<file path="config.mk">
export PLATFORM = sky130hd
export DESIGN_NAME = charbuf_term_writer
export DESIGN_NICKNAME = d
export VERILOG_FILES = /design/src/rtl/charbuf_pkg.sv /design/src/rtl/charbuf_clear_seq.sv /design/src/rtl/charbuf_term_writer.sv
export SDC_FILE = /design/constraint.sdc
export NUM_CORES = 1
export LEC_CHECK = 0
export ABC_CLOCK_PERIOD_IN_PS = 5400
export BUFFER_PORTS_ARGS = -buffer_cell sky130_fd_sc_hd__buf_2
export CAP_MARGIN = 10
export CORE_MARGIN = 3
export CORE_UTILIZATION = 28
export DETAILED_ROUTE_END_ITERATION = 10
export SLEW_MARGIN = 30
export SYNTH_ARGS = -nofsm -noshare
export SYNTH_HDL_FRONTEND = slang
export SYNTH_HIERARCHICAL = 1
export SYNTH_SLANG_ARGS = --single-unit
</file>
<file path="constraint.sdc">
create_clock -name clk -period 5.4 [get_ports clk]
set_input_delay 0.81 -clock clk [delete_from_list [all_inputs] [get_ports clk]]
set_output_delay 0.81 -clock clk [all_outputs]
set_load 0.01 [all_outputs]
</file>
<file path="src/rtl/charbuf_pkg.sv">
// rtl/charbuf_pkg.sv - shared constants, state type and helpers for the character buffer writer
package charbuf_pkg;

    localparam logic [7:0] CH_BS = 8'h08;
    localparam logic [7:0] CH_LF = 8'h0A;
    localparam logic [7:0] CH_FF = 8'h0C;
    localparam logic [7:0] CH_CR = 8'h0D;

    localparam int DEF_COLS_LOG2 = 5;
    localparam int DEF_ROWS_LOG2 = 5;

    typedef enum logic [1:0] {
        IDLE    = 2'd0,
        CLR_ROW = 2'd1,
        CLR_ALL = 2'd2
    } state_t;

    function automatic logic is_printable(input logic [7:0] b);
        return (b >= 8'h20);
    endfunction

endpackage

</file>
<file path="src/rtl/charbuf_clear_seq.sv">
// rtl/charbuf_clear_seq.sv - burst address counter for row and full-screen clears
module charbuf_clear_seq
    import charbuf_pkg::*;
#(
    parameter int COLS_LOG2 = DEF_COLS_LOG2,
    parameter int ROWS_LOG2 = DEF_ROWS_LOG2,
    parameter int ADDR_W    = COLS_LOG2 + ROWS_LOG2
) (
    input  logic                 clk,
    input  logic                 rst_n,
    input  logic                 i_start,
    input  logic                 i_run,
    input  logic                 i_all,
    input  logic [ROWS_LOG2-1:0] i_row,
    output logic                 o_ce,
    output logic [ADDR_W-1:0]    o_addr,
    output logic                 o_done
);

    localparam logic [ADDR_W-1:0] CNT_ONE = ADDR_W'(1);

    logic [ADDR_W-1:0] r_cnt;
    logic              w_last;

    // Row bursts only walk the column bits; the row comes from the cursor
    assign w_last = i_all ? (&r_cnt) : (&r_cnt[COLS_LOG2-1:0]);
    assign o_addr = i_all ? r_cnt : {i_row, r_cnt[COLS_LOG2-1:0]};
    assign o_ce   = i_run;
    assign o_done = i_run && w_last;

    always_ff @(posedge clk or negedge rst_n) begin
        if (!rst_n) begin
            r_cnt <= '0;
        end else if (i_start || !i_run || w_last) begin
            r_cnt <= '0;
        end else begin
            r_cnt <= r_cnt + CNT_ONE;
        end
    end

endmodule

</file>
<file path="src/rtl/charbuf_term_writer.sv">
// rtl/charbuf_term_writer.sv - terminal-style byte decoder and cursor driving the char buffer write port
module charbuf_term_writer
    import charbuf_pkg::*;
#(
    parameter int         COLS_LOG2      = DEF_COLS_LOG2,
    parameter int         ROWS_LOG2      = DEF_ROWS_LOG2,
    parameter int         ADDR_W         = COLS_LOG2 + ROWS_LOG2,
    parameter logic [7:0] FILL_CHAR      = 8'h20,
    parameter bit         CLEAR_ON_RESET = 1'b1
) (
    input  logic                 clk,
    input  logic                 rst_n,
    input  logic [7:0]           in_data,
    input  logic                 in_valid,
    output logic                 in_ready,
    output logic                 wr_ce,
    output logic [ADDR_W-1:0]    wr_addr,
    output logic [7:0]           wr_data,
    output logic [COLS_LOG2-1:0] cur_col,
    output logic [ROWS_LOG2-1:0] cur_row,
    output logic                 busy
);

    localparam logic [COLS_LOG2-1:0] COL_ONE = COLS_LOG2'(1);
    localparam logic [ROWS_LOG2-1:0] ROW_ONE = ROWS_LOG2'(1);
    localparam state_t RST_STATE = CLEAR_ON_RESET ? CLR_ALL : IDLE;

    state_t               r_state;
    logic                 r_wr_ce;
    logic [ADDR_W-1:0]    r_wr_addr;
    logic [7:0]           r_wr_data;
    logic [COLS_LOG2-1:0] r_cur_col;
    logic [ROWS_LOG2-1:0] r_cur_row;

    logic                 w_accept;
    logic                 w_start;
    logic [COLS_LOG2-1:0] w_col_dec;
    logic                 w_seq_ce;
    logic [ADDR_W-1:0]    w_seq_addr;
    logic                 w_seq_done;

    assign in_ready  = (r_state == IDLE);
    assign busy      = (r_state != IDLE);
    assign wr_ce     = r_wr_ce;
    assign wr_addr   = r_wr_addr;
    assign wr_data   = r_wr_data;
    assign cur_col   = r_cur_col;
    assign cur_row   = r_cur_row;

    assign w_accept  = in_valid && (r_state == IDLE);
    assign w_col_dec = r_cur_col - COL_ONE;
    assign w_start   = w_accept && ((is_printable(in_data) && (&r_cur_col)) ||
                                    (in_data == CH_LF) || (in_data == CH_FF));

    charbuf_clear_seq #(
        .COLS_LOG2 (COLS_LOG2),
        .ROWS_LOG2 (ROWS_LOG2),
        .ADDR_W    (ADDR_W)
    ) u_clear_seq (
        .clk     (clk),
        .rst_n   (rst_n),
        .i_start (w_start),
        .i_run   (r_state != IDLE),
        .i_all   (r_state == CLR_ALL),
        .i_row   (r_cur_row),
        .o_ce    (w_seq_ce),
        .o_addr  (w_seq_addr),
        .o_done  (w_seq_done)
    );

    always_ff @(posedge clk or negedge rst_n) begin
        if (!rst_n) begin
            r_state   <= RST_STATE;
            r_wr_ce   <= 1'b0;
            r_wr_addr <= '0;
            r_wr_data <= '0;
            r_cur_col <= '0;
            r_cur_row <= '0;
        end else begin
            r_wr_ce <= 1'b0;
            case (r_state)
                IDLE: begin
                    if (w_accept) begin
                        if (is_printable(in_data)) begin
                            r_wr_ce   <= 1'b1;
                            r_wr_addr <= {r_cur_row, r_cur_col};
                            r_wr_data <= in_data;
                            // Wrapping off the right edge clears the freshly entered row
                            if (&r_cur_col) begin
                                r_cur_col <= '0;
                                r_cur_row <= r_cur_row + ROW_ONE;
                                r_state   <= CLR_ROW;
                            end else begin
                                r_cur_col <= r_cur_col + COL_ONE;
                            end
                        end else begin
                            case (in_data)
                                CH_LF: begin
                                    r_cur_col <= '0;
                                    r_cur_row <= r_cur_row + ROW_ONE;
                                    r_state   <= CLR_ROW;
                                end
                                CH_CR: r_cur_col <= '0;
                                CH_BS: begin
                                    if (|r_cur_col) begin
                                        r_cur_col <= w_col_dec;
                                        r_wr_ce   <= 1'b1;
                                        r_wr_addr <= {r_cur_row, w_col_dec};
                                        r_wr_data <= FILL_CHAR;
                                    end
                                end
                                CH_FF: begin
                                    r_cur_col <= '0;
                                    r_cur_row <= '0;
                                    r_state   <= CLR_ALL;
                                end
                                default: ;
                            endcase
                        end
                    end
                end
                CLR_ROW, CLR_ALL: begin
                    r_wr_ce   <= w_seq_ce;
                    r_wr_addr <= w_seq_addr;
                    r_wr_data <= FILL_CHAR;
                    if (w_seq_done) begin
                        r_state <= IDLE;
                    end
                end
                default: r_state <= IDLE;
            endcase
        end
    end

endmodule
</file>
==> summary.md, run 1 <==
| Metric | Value |
|---|---|
| Unrepaired setup endpoints after global routing | `false` |
| Postcts setup bufs | `0` |
| CTS tree | `yes` |
| Setup TNS | `0 ns` |
| Final setup viols | `0` |
| CP max FO | `10` |
| Mean area per synthesized cell | `around 10 sq um` |
| PD cells | `205.1 nW/um^2` |
| GPL Wtd Cong | `between 0.8 and 0.9` |
| Rel. slew slack | `52.95%` |
| CP Class | `reg -> reg` |
| Initial antenna violation count | `0` |
| Fmax | `0.3576 GHz` |
| Vias in the first global route | `2019` |
| Post-synth cell types | `63` |
| CP max stage cell | `or4b_1` |
| Routed WL per cell | `~16 um` |
| Post-DP HPWL | `about 4.7 mm` |
| CTS resizes | `0` |
| Die Wd | `around 100 um` |
| Total CTS buffers | `5` |
| Slew of the pin with the lowest slew margin | `roughly 0.7 ns` |
| H-tree Lvls | `2` |
| Clock skew | `approximately 0.0014 ns` |
| Max Slew Vio Count | `0` |
| Yosys reg bits | `41` |
| Max-Cap Viols | `0` |
| Final hold violation count | `0` |
| Hold Path Class | `in -> async` |
| Syn. warnings | `6` |
| Min Tclk post-route | `2.797 ns` |
| Die area | `10390 sq um` |
| Crit share post-route | `between 50% and 60%` |
| Pre-antenna DRT Iters | `4` |
| IO Pins | `42` |
| Vias | `~2.1k` |
| Synthesized netlist cell count | `between 200 and 300` |
| Via density | `between 5 and 6` |
| CTS max path bufs | `2` |
| Core area | `between 8000 and 9000 sq um` |
| All-Layer GR Usage | `12.95%` |
| # rows | `34` |
| Hold_buf cts | `0` |
| Arr. time, crit path | `~3 ns` |
| Detail Route Antenna Nets | `0` |
| Largest stage delay, worst path | `roughly 0.73 ns` |
| Starting Density | `29.13%` |
| Gr ovfl total | `0` |
| Main synth FF type | `dfrtp_1` |
| Outcome | `finished clean` |
| Final total power | `~0.6 mW` |
| First-pass GRT wire length | `10.57 mm` |
| Layout Nets | `307` |
| Port buffer count | `41` |
| Peak supply drop | `0.0001238 V` |
| Share of cells above drive strength 1 | `between 20% and 30%` |
| LEAKAGE | `roughly 1.3 nW` |
| Fraction of registers with async set or reset after synthesis | `100.0%` |
| Syn-to-layout area delta | `12.91%` |
| Critical Path Source Type | `flip-flop` |
| Diodes inserted | `0` |
| Root Buffer | `clkbuf_8` |
| Drc violations | `0` |
| Post-synthesis sequential area ratio | `around 40%` |
| Post-synth EDFFs | `0` |
| Drt total wl | `around 6.4 mm` |
| Clock Latency Late Sink | `about 0.3 ns` |
| Post-Syn Area | `roughly 2600 sq um` |
| Pin count of the biggest net entering global routing | `42` |
| Die H | `a little over 100 um` |
| Syn Nets | `277` |
| Critical-path cell list | `ha_1, and3_2, ha_1, o31ai_1, o41a_1, nor2_1, or4b_1, nor2_1` |
| Critical path endpoint category | `flip-flop` |
| Req. time, crit path | `5.62 ns` |
| DR iter-0 viols | `100` |
| Clk sink count | `between 40 and 50` |
| Clk slew on worst S/H paths | `about 0.08 ns` |
==> synthesized netlist by cell type, drive strengths merged (2+ instances only) <==
| cell type | count | area [sq um] |
|---|---|---|
| dfrtp | 40 | 1001 |
| nor2 | 22 | 82.58 |
| mux2 | 19 | 214.0 |
| nand2 | 17 | 73.82 |
| nand3 | 15 | 80.08 |
| inv | 14 | 52.55 |
| o21ai | 14 | 70.07 |
| buf | 13 | 107.6 |
| ha | 9 | 112.6 |
| xnor2 | 9 | 78.83 |
| nor3 | 8 | 45.04 |
| a22o | 5 | 43.79 |
| clkbuf | 5 | 18.77 |
| o31ai | 5 | 37.54 |
| nand2b | 4 | 25.02 |
| a31oi | 3 | 18.77 |
| and3 | 3 | 20.02 |
| nand4 | 3 | 18.77 |
| o2111ai | 3 | 26.28 |
| or3 | 3 | 18.77 |
| a211oi | 2 | 15.01 |
| mux2i | 2 | 20.02 |
| nor2b | 2 | 12.51 |
| nor4b | 2 | 23.77 |
| o211ai | 2 | 15.01 |
| o21a | 2 | 15.01 |
| o32a | 2 | 20.02 |
| or4b | 2 | 20.02 |
==> per-stage QoR <==
| stage | hold WS, ns | cell area, sq um | std cells | worst slack, ns | utilization (%) |
|---|---|---|---|---|---|
| after floorplan | 0.4509 | 2577 | 257 | 2.981 | - |
| after global placement | 0.4739 | 2791 | 388 | 2.648 | 31.55 |
| after detailed placement | 0.4879 | 2791 | 388 | 2.595 | 31.55 |
| after CTS | 0.5070 | 2908 | 396 | 2.627 | 32.86 |
| after global routing | 0.5215 | 2910 | 396 | 2.432 | 32.89 |
| final | 0.4840 | 2910 | 396 | 2.603 | 32.89 |
==> per-layer routing <==
layer	global-route usage (%)	vias up	wire, um
met5	0	-	0
li1	-	999	-
met3	2.799	8	324
met2	20.52	60	2953
met4	4.541	0	93
met1	17.51	1037	3032
==> layout make-up <==
class                      count  area, sq um
inverter                      14        52.55
fill                         938         5938
clock inverter                 1        30.03
multi-input combinational    184         1371
timing repair buffer          41        207.7
tap                          108        135.1
sequential                    41         1027
clock buffer                   7        86.33
==> kinds of logic after synthesis <==
logic type / share of synthesized area (%)
AO/OA/AOI/OAI: 17.14
XOR/XNOR: 3.398
adder cells (fa/ha/maj): 4.369
buffers and inverters: 6.942
flip-flops: 39.85
multiplexers: 9.078
AND/OR/NAND/NOR: 19.22
==> final timing paths <==
path | start | to | slack [ns] | cells past startpoint
min in group clk | wr_addr[5] | wr_addr[5] | 0.50 | 1
worst max register to register | cur_col[0] | u_clear_seq/r_cnt[7] | 2.60 | 8
max in group asynchronous | rst_n | wr_addr[7] | 4.54 | 1
worst max-delay path | cur_col[0] | u_clear_seq/r_cnt[7] | 2.60 | 8
worst min-delay path | rst_n | wr_data[4] | 0.48 | 1
worst min register to register | wr_addr[5] | wr_addr[5] | 0.50 | 1
==> state kept, by name, summed over array words and instances, names as in the netlist <==
| name | flops |
|---|---|
| u_clear_seq/r_cnt | 10 |
| wr_addr | 10 |
| wr_data | 8 |
| cur_col | 5 |
| cur_row | 5 |
| r_state | 2 |
| wr_ce | 1 |
==> layout by cell type, fill, tap and decap left out, types with 3 or more instances in the layout <==
cell       netlist  layout
mux2_2          19      19
nand2b_1         4       4
a22o_1           5       5
nor3_1           7       7
dfrtp_1         40      40
nor2_1          22      22
o2111ai_1        3       3
nand4_1          3       3
xnor2_1          9       9
ha_1             9       9
inv_1           14      14
nand3_1         14      14
clkbuf_8         0       6
a31oi_1          3       3
nand2_1         15      15
buf_2            2      40
o31ai_1          5       5
or3_1            3       3
o21ai_0         14      14
==> worst max-delay path, delay by kind of cell, from the launching register on <==
kind / cells / cell delay, ns
flip-flops: 1 / 0.48
AO/OA/AOI/OAI: 2 / 0.50
AND/OR/NAND/NOR: 4 / 1.22
adder cells (fa/ha/maj): 2 / 0.51
==> power breakdown <==
group	total (mW)	internal, mW	leakage, nW	switching [mW]
registers	0.307	0.307	0.530	0
logic	0.0271	0.00770	0.746	0.0194
clock network	0.263	0.151	0.0585	0.112
No activity file was read; power rests on OpenSTA's default activity.
==> run 2, diff against run 1 <==
- ABC_CLOCK_PERIOD_IN_PS: 5400 -> 2550
- clock period: 5.4 -> 2.55 ns (I/O delays scaled with it)
==> summary.md, run 2 (synthesized netlist as in run 1, its figures left out) <==
| Metric | Value |
|---|---|
| Storage element area | `1027 sq um (unchanged)` |
| Critical Path Source Type | `flip-flop` |
| Gr ovfl total | `0 (unchanged)` |
| Total CTS buffers | `5 (unchanged)` |
| CP max FO | `7 (-3)` |
| Clk sink count | `41 (unchanged)` |
| Part of the power in registers | `51.5% (about the same)` |
| Outcome | `finished clean` |
| CTS max path bufs | `2 (unchanged)` |
| Critical path endpoint category | `flip-flop` |
| Worst flop-to-flop path startpoint | `cur_col[1]` |
| Clock Latency Late Sink | `0.30 ns (about the same)` |
| R2R depth | `6 (-2)` |
| Post-DP HPWL | `4.830 mm (+3.6%)` |
| Pint | `0.9869 mW (+110%)` |
| Area occupied by multi-input gates | `1375 sq um (+0.27%)` |
| Clk slew on worst S/H paths | `0.08 ns (about the same)` |
| Fmax | `0.4220 GHz (+18%)` |
| GPL Wtd Cong | `0.8720 (+6.1%)` |
| Diodes inserted | `0 (unchanged)` |
| Area after DPL | `2874 sq um (+3.0%)` |
| Peak supply drop | `0.0002315 V (+87%)` |
| Crit share post-route | `92.93% (+41 points)` |
| DR iter-0 viols | `147 (+47%)` |
| Max-Cap Viols | `0 (unchanged)` |
| Die Wd | `101.9 um (unchanged)` |
| Vias in the first global route | `2112 (+4.6%)` |
| Final setup viols | `0 (unchanged)` |
| Crit Reg-Reg Endpoint | `cur_col[1]` |
| Setup TNS | `0 ns (unchanged)` |
| CP max stage cell | `or4b_1` |
| LEAKAGE | `1.384 nW (+3.7%)` |
| Worst Slack Setup Final | `0.1802 ns (-2.423 ns)` |
| R2R setup slack | `0.18 ns (-2.42 ns)` |
| PD cells | `420.8 nW/um^2 (+110%)` |
| Share of cells above drive strength 1 | `30.77% (+3.0 points)` |
| Drt total wl | `6.571 mm (+2.6%)` |
| Crit path launch | `cur_col[1]` |
| Design area | `2997 sq um (+3.0%)` |
| Max Slew Vio Count | `0 (unchanged)` |
| Initial antenna violation count | `0 (unchanged)` |
| Layout Nets | `318 (+3.6%)` |
| Hold Path Class | `in -> async` |
| Commonest non-fill, non-tap cells in the layout | `dfrtp_1, buf_2, nor2_1` |
| Final hold violation count | `0 (unchanged)` |
| Via density | `5.211 (-1.9%)` |
| Largest stage delay, worst path | `0.58 ns (-0.15 ns)` |
| Crit-path leading delay family | `simple AND/OR/NAND/NOR gates` |
| Port buffer count | `41 (unchanged)` |
| Unrepaired setup endpoints after global routing | `false` |
| Critical-path cell list | `inv_1, ha_1, or4b_1, o311a_4, nor2_1, mux2_2` |
| All-Layer GR Usage | `13.20% (+0.26 points)` |
| Arr. time, crit path | `2.56 ns (-0.46 ns)` |
| Pre-antenna DRT Iters | `4 (unchanged)` |
| Pin count of the biggest net entering global routing | `42 (unchanged)` |
| Core area | `8848 sq um (unchanged)` |
| Die H | `101.9 um (unchanged)` |
| Setup WS pre-CTS | `0.1172 ns (-2.478 ns)` |
| Hold_buf cts | `0 (unchanged)` |
| CP Class | `reg -> reg` |
| Switching share of total power | `21.74% (-0.32 points)` |
| # rows | `34 (unchanged)` |
| Fillcell total | `930 (-0.85%)` |
| Critical path endpoint | `cur_col[1]` |
| First-pass GRT wire length | `10.80 mm (+2.2%)` |
| Req. time, crit path | `2.74 ns (-2.88 ns)` |
| CTS tree | `yes` |
| Die area | `10390 sq um (unchanged)` |
| Drc violations | `0 (unchanged)` |
| Starting Density | `29.13% (unchanged)` |
| Final Util | `33.87% (+0.98 points)` |
| Vias | `2121 (+0.81%)` |
| Clock skew | `0.01111 ns (+0.009676 ns)` |
| Clock power frac | `43.8% (-0.3 points)` |
| Rel. slew slack | `62.52% (+9.6 points)` |
| IO Pins | `42 (unchanged)` |
| P_sw | `0.2741 mW (+110%)` |
| Slew of the pin with the lowest slew margin | `0.5597 ns (-0.1460 ns)` |
| Min Tclk post-route | `2.370 ns (-0.4268 ns)` |
| H-tree Lvls | `2 (unchanged)` |
| Comb pwr share | `4.7% (+0.2 points)` |
| Routed WL per cell | `16.14 um (-0.13%)` |
| Crit path buf inv count | `1 (+1)` |
| Root Buffer | `clkbuf_8` |
| Total stage count of the critical path | `6 (-2)` |
| Syn-to-layout area delta | `16.26%` |
| Detail Route Antenna Nets | `0 (unchanged)` |
==> run 2: changes by cell type in the layout (fill, tap and decap cells not counted) <==
cell / before / now
or4b_1: 2 / 1
or4b_4: 0 / 1
buf_4: 1 / 12
==> run 2: worst min path at each step <==
stage / from / end / slack, ns
after floorplan: rst_n / cur_col[0] / 0.09
after global placement: u_clear_seq/r_cnt[0] / u_clear_seq/r_cnt[0] / 0.48
after detailed placement: u_clear_seq/r_cnt[0] / u_clear_seq/r_cnt[0] / 0.49
after CTS: rst_n / wr_data[4] / 0.27
after global routing: rst_n / cur_row[0] / 0.10
final: rst_n / wr_data[3] / 0.06
==> run 2: what timing repair did <==
item | in CTS | in global routing
endpoints found under the setup margin | 0 | 10
setup buffers | 0 | 0
resized for setup | 0 | 1
==> run 2: worst reg2reg max path: cells and delay by family (launching register included) <==
kind / cells / cell delay (ns)
and+or+nand+nor: 2 / 0.81
buffers and inverters: 1 / 0.10
AOI/OAI and AO/OA: 1 / 0.38
adders and majority gates: 1 / 0.16
DFF: 1 / 0.45
muxes: 1 / 0.37
==> run 2: routing by layer <==
| layer | up-vias | global-route usage, % | share of wire (%) |
|---|---|---|---|
| met3 | 5 | 3.413 | 4.8 |
| met1 | 1053 | 17.49 | 48 |
| li1 | 1018 | - | - |
| met5 | - | 0 | 0 |
| met2 | 45 | 21.03 | 47 |
| met4 | 0 | 4.541 | 0.90 |
==> run 2: layout make-up <==
class,instances,area share (%)
Sequential cell,41,34.28
Inverter,14,1.754
Multi-Input combinational cell,184,45.89
Timing Repair Buffer,52,9.687
Clock buffer,7,2.881
Tap cell,108,4.509
Clock inverter,1,1.002
==> run 2: through the flow <==
stage          cells  hold WS [ns]  power [mW]
4_1_cts          407        0.2689       1.282
2_1_floorplan    257       0.08691      0.6869
5_1_grt          407        0.1029       1.312
3_3_place_gp     399        0.4812      0.7225
6_report         407       0.05753       1.261
3_5_place_dp     399        0.4872      0.7229
==> run 2: power by group through the flow <==
| stage | Clock (mW) | Combinational, mW | Sequential [mW] |
|---|---|---|---|
| floorplan | 0 | 0.0242 | 0.663 |
| global placement | 0 | 0.0600 | 0.663 |
| detailed placement | 0 | 0.0604 | 0.663 |
| CTS | 0.571 | 0.0606 | 0.650 |
| global route | 0.596 | 0.0671 | 0.650 |
| finish | 0.552 | 0.0596 | 0.650 |
